[config.mk]
export PLATFORM = sky130hd
export DESIGN_NAME = hdlc_tx_framer
export DESIGN_NICKNAME = d
export VERILOG_FILES = /design/src/rtl/hdlc_tx_framer.sv
export SDC_FILE = /design/constraint.sdc
export NUM_CORES = 1
export LEC_CHECK = 0
export ABC_AREA = 1
export BUFFER_PORTS_ARGS = -buffer_cell sky130_fd_sc_hd__buf_2
export CELL_PAD_IN_SITES_DETAIL_PLACEMENT = 1
export CELL_PAD_IN_SITES_GLOBAL_PLACEMENT = 1
export CORE_MARGIN = 3
export CORE_UTILIZATION = 41
export DETAILED_ROUTE_END_ITERATION = 10
export PLACE_DENSITY = 0.78
export REMOVE_ABC_BUFFERS = 1
export SLEW_MARGIN = 20
export SYNTH_ARGS = -nofsm -noshare
export SYNTH_HDL_FRONTEND = slang
export SYNTH_SLANG_ARGS = --single-unit
[constraint.sdc]
create_clock -name Clk -period 2.8 [get_ports Clk]
set_input_delay 0.14 -clock Clk [delete_from_list [all_inputs] [get_ports Clk]]
set_output_delay 0.14 -clock Clk [all_outputs]
set_load 0.02 [all_outputs]
[src/rtl/hdlc_tx_framer.sv]
// HDLC serial transmitter: start flag, zero-inserted payload, optional FCS, end flag, one bit/Clk.
// Build option: define HDLC_TX_FCS_EN to append a CRC-16 (x^16+x^15+x^2+1, init 0) before the end flag.
module hdlc_tx_framer #(
    parameter int unsigned MAX_BYTES = 126,
    parameter logic [7:0]  FLAG      = 8'h7E,
    parameter logic [7:0]  ABORT_PAT = 8'hFE
) (
    input  logic       Clk,
    input  logic       Rst,
    input  logic       Tx_Enable,
    input  logic [7:0] Tx_Data,
    input  logic       Tx_DataValid,
    input  logic       Tx_LastByte,
    output logic       Tx_Ready,
    input  logic       Tx_AbortFrame,
    output logic       Tx,
    output logic       Tx_ValidFrame,
    output logic       Tx_AbortedTrans,
    output logic       Tx_Done,
    output logic [7:0] Tx_FrameSize
);

    typedef enum logic [2:0] {
        StIdle,
        StStart,
        StData,
`ifdef HDLC_TX_FCS_EN
        StFcs,
`endif
        StEnd,
        StAbort
    } state_t;

    state_t      state_q, state_d;
    logic        tx_q, tx_d;
    logic        ready_q, ready_d;
    logic        valid_q, valid_d;
    logic        done_q, done_d;
    logic        aborted_q, aborted_d;
    logic [4:0]  cnt_q, cnt_d;
    logic [7:0]  byte_q, byte_d;
    logic [3:0]  nidx_q, nidx_d;
    logic        last_q, last_d;
    logic [2:0]  ones_q, ones_d;
    logic [7:0]  size_q, size_d;

    logic [7:0]  cur_byte;
    logic [3:0]  cur_idx;
    logic        cur_last;
    logic        do_data;
    logic        go_abort;

`ifdef HDLC_TX_FCS_EN
    logic [15:0] crc_q, crc_d;

    function automatic logic [15:0] crc_step(input logic [15:0] c, input logic b);
        logic fb;
        fb = b ^ c[15];
        return {c[14:0], 1'b0} ^ (fb ? 16'h8005 : 16'h0000);
    endfunction
`endif

    always_comb begin
        state_d  = state_q;
        tx_d     = tx_q;
        cnt_d    = cnt_q;
        byte_d   = byte_q;
        nidx_d   = nidx_q;
        last_d   = last_q;
        ones_d   = 3'd0;
        size_d   = size_q;
        ready_d  = 1'b0;
`ifdef HDLC_TX_FCS_EN
        crc_d    = crc_q;
`endif
        cur_byte = byte_q;
        cur_idx  = nidx_q;
        cur_last = last_q;
        do_data  = 1'b0;
        go_abort = 1'b0;

        unique case (state_q)
            StIdle: begin
                tx_d = 1'b1;
                if (Tx_Enable) begin
                    state_d = StStart;
                    tx_d    = FLAG[0];
                    cnt_d   = 5'd0;
                    size_d  = 8'd0;
`ifdef HDLC_TX_FCS_EN
                    crc_d   = 16'h0000;
`endif
                end
            end
            StStart: begin
                if (Tx_AbortFrame) begin
                    go_abort = 1'b1;
                end else if (cnt_q != 5'd7) begin
                    cnt_d   = cnt_q + 5'd1;
                    tx_d    = FLAG[cnt_d[2:0]];
                    ready_d = (cnt_d == 5'd7);
                end else begin
                    do_data = 1'b1;
                end
            end
            StData: begin
                if (Tx_AbortFrame) begin
                    go_abort = 1'b1;
                end else begin
                    do_data = 1'b1;
                end
            end
`ifdef HDLC_TX_FCS_EN
            StFcs: begin
                if (Tx_AbortFrame) begin
                    go_abort = 1'b1;
                end else if (ones_q == 3'd5) begin
                    tx_d = 1'b0;
                end else if (cnt_q == 5'd16) begin
                    state_d = StEnd;
                    tx_d    = FLAG[0];
                    cnt_d   = 5'd0;
                end else begin
                    tx_d   = crc_q[15];
                    crc_d  = {crc_q[14:0], 1'b0};
                    cnt_d  = cnt_q + 5'd1;
                    ones_d = crc_q[15] ? ones_q + 3'd1 : 3'd0;
                end
            end
`endif
            StEnd: begin
                if (cnt_q != 5'd7) begin
                    cnt_d = cnt_q + 5'd1;
                    tx_d  = FLAG[cnt_d[2:0]];
                end else begin
                    state_d = StIdle;
                    tx_d    = 1'b1;
                end
            end
            StAbort: begin
                if (cnt_q != 5'd7) begin
                    cnt_d = cnt_q + 5'd1;
                    tx_d  = ABORT_PAT[cnt_d[2:0]];
                end else begin
                    state_d = StIdle;
                    tx_d    = 1'b1;
                end
            end
            default: begin
                state_d = StIdle;
                tx_d    = 1'b1;
            end
        endcase

        // Byte handshake: underrun and overlength both abort; an abort request drops the byte.
        if (do_data && ready_q) begin
            if (!Tx_DataValid || (size_q == 8'(MAX_BYTES))) begin
                go_abort = 1'b1;
            end else begin
                cur_byte = Tx_Data;
                cur_idx  = 4'd0;
                cur_last = Tx_LastByte;
                if (size_q != 8'hFF) begin
                    size_d = size_q + 8'd1;
                end
            end
        end

        if (go_abort) begin
            state_d = StAbort;
            tx_d    = ABORT_PAT[0];
            cnt_d   = 5'd0;
            ones_d  = 3'd0;
        end else if (do_data) begin
            state_d = StData;
            byte_d  = cur_byte;
            last_d  = cur_last;
            nidx_d  = cur_idx;
            if (ones_q == 3'd5) begin
                // Stuffed zero: data shift holds, ones count restarts.
                tx_d   = 1'b0;
                ones_d = 3'd0;
            end else if (cur_idx != 4'd8) begin
                tx_d    = cur_byte[cur_idx[2:0]];
                nidx_d  = cur_idx + 4'd1;
                ones_d  = tx_d ? ones_q + 3'd1 : 3'd0;
                ready_d = (cur_idx == 4'd7) && !cur_last;
`ifdef HDLC_TX_FCS_EN
                crc_d   = crc_step(crc_q, tx_d);
`endif
            end else begin
`ifdef HDLC_TX_FCS_EN
                state_d = StFcs;
                tx_d    = crc_q[15];
                crc_d   = {crc_q[14:0], 1'b0};
                cnt_d   = 5'd1;
                ones_d  = crc_q[15] ? ones_q + 3'd1 : 3'd0;
`else
                state_d = StEnd;
                tx_d    = FLAG[0];
                cnt_d   = 5'd0;
                ones_d  = 3'd0;
`endif
            end
        end

        valid_d   = (state_d != StIdle);
        done_d    = (state_d == StEnd) && (cnt_d == 5'd7);
        aborted_d = (state_d == StAbort) && (cnt_d == 5'd7);
    end

    always_ff @(posedge Clk) begin
        if (Rst) begin
            state_q   <= StIdle;
            tx_q      <= 1'b1;
            ready_q   <= 1'b0;
            valid_q   <= 1'b0;
            done_q    <= 1'b0;
            aborted_q <= 1'b0;
            cnt_q     <= 5'd0;
            byte_q    <= 8'd0;
            nidx_q    <= 4'd0;
            last_q    <= 1'b0;
            ones_q    <= 3'd0;
            size_q    <= 8'd0;
`ifdef HDLC_TX_FCS_EN
            crc_q     <= 16'h0000;
`endif
        end else begin
            state_q   <= state_d;
            tx_q      <= tx_d;
            ready_q   <= ready_d;
            valid_q   <= valid_d;
            done_q    <= done_d;
            aborted_q <= aborted_d;
            cnt_q     <= cnt_d;
            byte_q    <= byte_d;
            nidx_q    <= nidx_d;
            last_q    <= last_d;
            ones_q    <= ones_d;
            size_q    <= size_d;
`ifdef HDLC_TX_FCS_EN
            crc_q     <= crc_d;
`endif
        end
    end

    assign Tx              = tx_q;
    assign Tx_Ready        = ready_q;
    assign Tx_ValidFrame   = valid_q;
    assign Tx_Done         = done_q;
    assign Tx_AbortedTrans = aborted_q;
    assign Tx_FrameSize    = size_q;

endmodule

==> results.cfg <==
[die]
full_die_area_um2 = 6280
std_cell_rows = 26
dieWidth_um = 79.2
die_h_um = 79.2
initial_utilization_pct = 42.8
floorplan.core_area_um2 = 5140
floorplan.io_pins = 27

[critical_path]
timing.critical_path.to_type = flop
r2r.worst_path.cells = 14
crit-reg2reg-capture = Tx_Done$_SDFF_PP0_
critPathKind = reg2reg
setup.worst_path.start_class = flop
crit_required_ps = 3010
reg2reg_from = cnt_q[1]$_SDFF_PP0_
crit_path_max_fanout = 8
rrSetupSlack_ps = 270
cp.arrival_ps = 2740

[sta]
worstMarginPinSlew_ps = 579
highest_achievable_clock_rate_mhz = 395
maxSlewViolCount = 0
hold_viol = 0
finalSetupViolations = 0
timing.final.crit_share_pct = 90.4
finClkSkew_ps = 7.28
min_period_ps = 2530
maxSlewHeadroom_pct = 61.0
post-route-worst-setup-slack_ps = 269
timing.hold.ws_ps = 72.3

[clocking]
worst_skew_pair_latency_ps = 290
tritoncts.num_buffers = 5
cts_num_sinks = 37
cts_root_buf = sky130_fd_sc_hd__clkbuf_8
cts-htree-levels = 2
clk_path_buf_depth = 2
post_cts_hold_buffer_count = 0
clkTransAtPathRegs_ps = 70
cts_tree = yes

[synth]
yosys.area.top_type_share_pct = 33.7
synth.cell_area_um2 = 2200
synthesis.instances = 316
synth-edff-count = 0
synthArstFlopShare_pct = 0
synth_area_leaders = sky130_fd_sc_hd__dfxtp_1, sky130_fd_sc_hd__nand2_1, sky130_fd_sc_hd__inv_1, sky130_fd_sc_hd__nor2_1, sky130_fd_sc_hd__ha_1
postSynthAreaPerCell_um2 = 6.96
flip_flop_cell_with_the_highest_count_after_synthesis = sky130_fd_sc_hd__dfxtp_1
ff_latch_count_synth = 37
synth_top_cells_by_count = sky130_fd_sc_hd__nand2_1, sky130_fd_sc_hd__inv_1, sky130_fd_sc_hd__nor2_1, sky130_fd_sc_hd__dfxtp_1, sky130_fd_sc_hd__nand3_1
synth-seq-area-share_pct = 33.7
synthMostInstantiatedCell = sky130_fd_sc_hd__nand2_1
ys_warn_count = 0
synth_cell_types = 41
leading_area_contributor_after_synthesis = sky130_fd_sc_hd__dfxtp_1

[final_layout]
fill_cells = 713
seq_area_um2 = 742
final_net_count = 376
area_delta_synth_final_pct = 14.8
diodes = 0
final_util_pct = 49.1
multiInputGateArea_um2 = 1240
layout-drive-gt1-share_pct = 20.1

[global_route]
grt_start_max_net_pins = 17
number_of_antenna_violations_at_the_first_check_in_global_routing = 0
global_route.overflow_total = 0
first_global_vias = 2139
grt_usage_pct = 19.7
wire_length_of_the_first_global_routing_pass_mm = 9.86

[placement]
place_worst_setup_slack_ps = 127
routability_driven_placement_congestion_ratio = 0.862
port-buffer-count = 26
dp.final_hpwl_mm = 4.55

[min_path]
worstHoldEndpoint = byte_q[5]$_SDFFE_PP0P_
min_from = Tx_Data[5]
hold_depth = 3
min_path_type = in2reg

[power]
intPower_mw = 0.741
power.share.switching_pct = 26.9
power.leakage_nw = 1.16
switchingPower_mw = 0.272
powerDensity_nw_per_um2 = 401
clockPowerShare_pct = 35.6
power.sequential.fraction_pct = 53.4
total_power_of_the_final_layout_mw = 1.01
power.combinational.fraction_pct = 11.0
power.ir.vdd_worst_v = 0.000211

[status]
status = complete, no violations

[detailed_routing]
drt_first_iter_violations = 73
detailroute.via_count = 2153
post-route-drc-count = 0
avgRoutedWirePerCell_um = 13.7
antenna_violating_nets_remaining = 0
drt_first_pass_iters = 4
detail_route.wirelength_mm = 5.80
vias_per_cell = 5.09

[flow_run]
max-cap-violations = 0
logic make-up after synthesis:
kind of cell | synth area share, %
adder cells (fa/ha/maj) | 5.69
AO/OA/AOI/OAI | 15.2
AND/OR/NAND/NOR | 33.4
XOR/XNOR | 1.99
buffers and inverters | 10.1
flip-flops | 33.7
layout by cell type, fill, tap and decap left out, drive strengths merged, types with 3 or more instances in the layout:
cell type / netlist / final
clkbuf: 2 / 6
inv: 49 / 49
nand4: 6 / 6
dfxtp: 37 / 37
ha: 10 / 10
o21ai: 25 / 25
a21oi: 18 / 18
nor3: 5 / 5
nor2: 44 / 44
a31oi: 3 / 3
nand2: 67 / 67
clkinv: 2 / 4
nand3: 27 / 27
buf: 2 / 33
xor2: 3 / 3
what timing repair did:
item | CTS | global route
gates resized for setup | 0 | 2
setup endpoints to repair | 0 | 15
buffers inserted | 0 | 4
how the worst max path moves through the flow:
stage	startpoint	endpoint	slack (ps)
after global routing	cnt_q[1]$_SDFF_PP0_	Tx_Done$_SDFF_PP0_	-30
after global placement	cnt_q[1]$_SDFF_PP0_	Tx_ValidFrame$_SDFF_PP0_	330
after floorplan	cnt_q[1]$_SDFF_PP0_	Tx_Done$_SDFF_PP0_	470
final	cnt_q[1]$_SDFF_PP0_	Tx_Done$_SDFF_PP0_	270
after detailed placement	cnt_q[1]$_SDFF_PP0_	Tx_Done$_SDFF_PP0_	130
after CTS	cnt_q[1]$_SDFF_PP0_	Tx_Done$_SDFF_PP0_	110
through the flow:
stage | TNS, ps | instance area (um2) | std cells
finish | 0 | 2530 | 423
global route | -31.1 | 2530 | 423
CTS | 0 | 2490 | 419
detailed placement | 0 | 2410 | 411
global placement | 0 | 2410 | 411
floorplan | 0 | 2170 | 312
power groups by stage:
stage / sequential (mW) / clock (mW) / combinational, mW
after global placement: 0.553 / 0 / 0.107
after detailed placement: 0.553 / 0 / 0.110
final: 0.541 / 0.361 / 0.111
after global routing: 0.542 / 0.399 / 0.126
after CTS: 0.541 / 0.374 / 0.111
after floorplan: 0.557 / 0 / 0.0633
flip-flops by register name, summed over array words and instances, names as in the netlist:
name and flops:
Tx_FrameSize 8, last_q 1, Tx_ValidFrame 1, Tx 1, cnt_q 5, nidx_q 4, ones_q 3, Tx_Done 1
Tx_Ready 1, byte_q 8, Tx_AbortedTrans 1, state_q 3
metal layers:
metal / wire length [um] / GRT usage, %
met2: 3040 / 35.9
met1: 2580 / 24.0
met5: 0 / 0
met4: 67 / 5.15
met3: 114 / 3.06
cell type report:
type | count | share of cell area [%]
Multi-Input combinational cell | 224 | 49.1
Sequential cell | 37 | 29.4
Inverter | 51 | 7.58
Timing Repair Buffer | 33 | 7.23
Tap cell | 70 | 3.47
Clock buffer | 6 | 2.87
Clock inverter | 2 | 0.396
critical path, cell delays in order, from the launching register on:
cell	delay [ps]
sky130_fd_sc_hd__dfxtp_2	390
sky130_fd_sc_hd__ha_1	210
sky130_fd_sc_hd__nand2_1	60
sky130_fd_sc_hd__inv_1	100
sky130_fd_sc_hd__nand3_1	120
sky130_fd_sc_hd__o21ai_4	310
sky130_fd_sc_hd__nand3_4	180
sky130_fd_sc_hd__nand2_2	160
sky130_fd_sc_hd__ha_1	210
sky130_fd_sc_hd__nand3_4	80
sky130_fd_sc_hd__nor2_2	160
sky130_fd_sc_hd__o21ai_1	100
sky130_fd_sc_hd__nor2_1	130
sky130_fd_sc_hd__nand2_1	80
sky130_fd_sc_hd__nor2_1	150
Note: power is estimated with default switching activity, not from simulation.
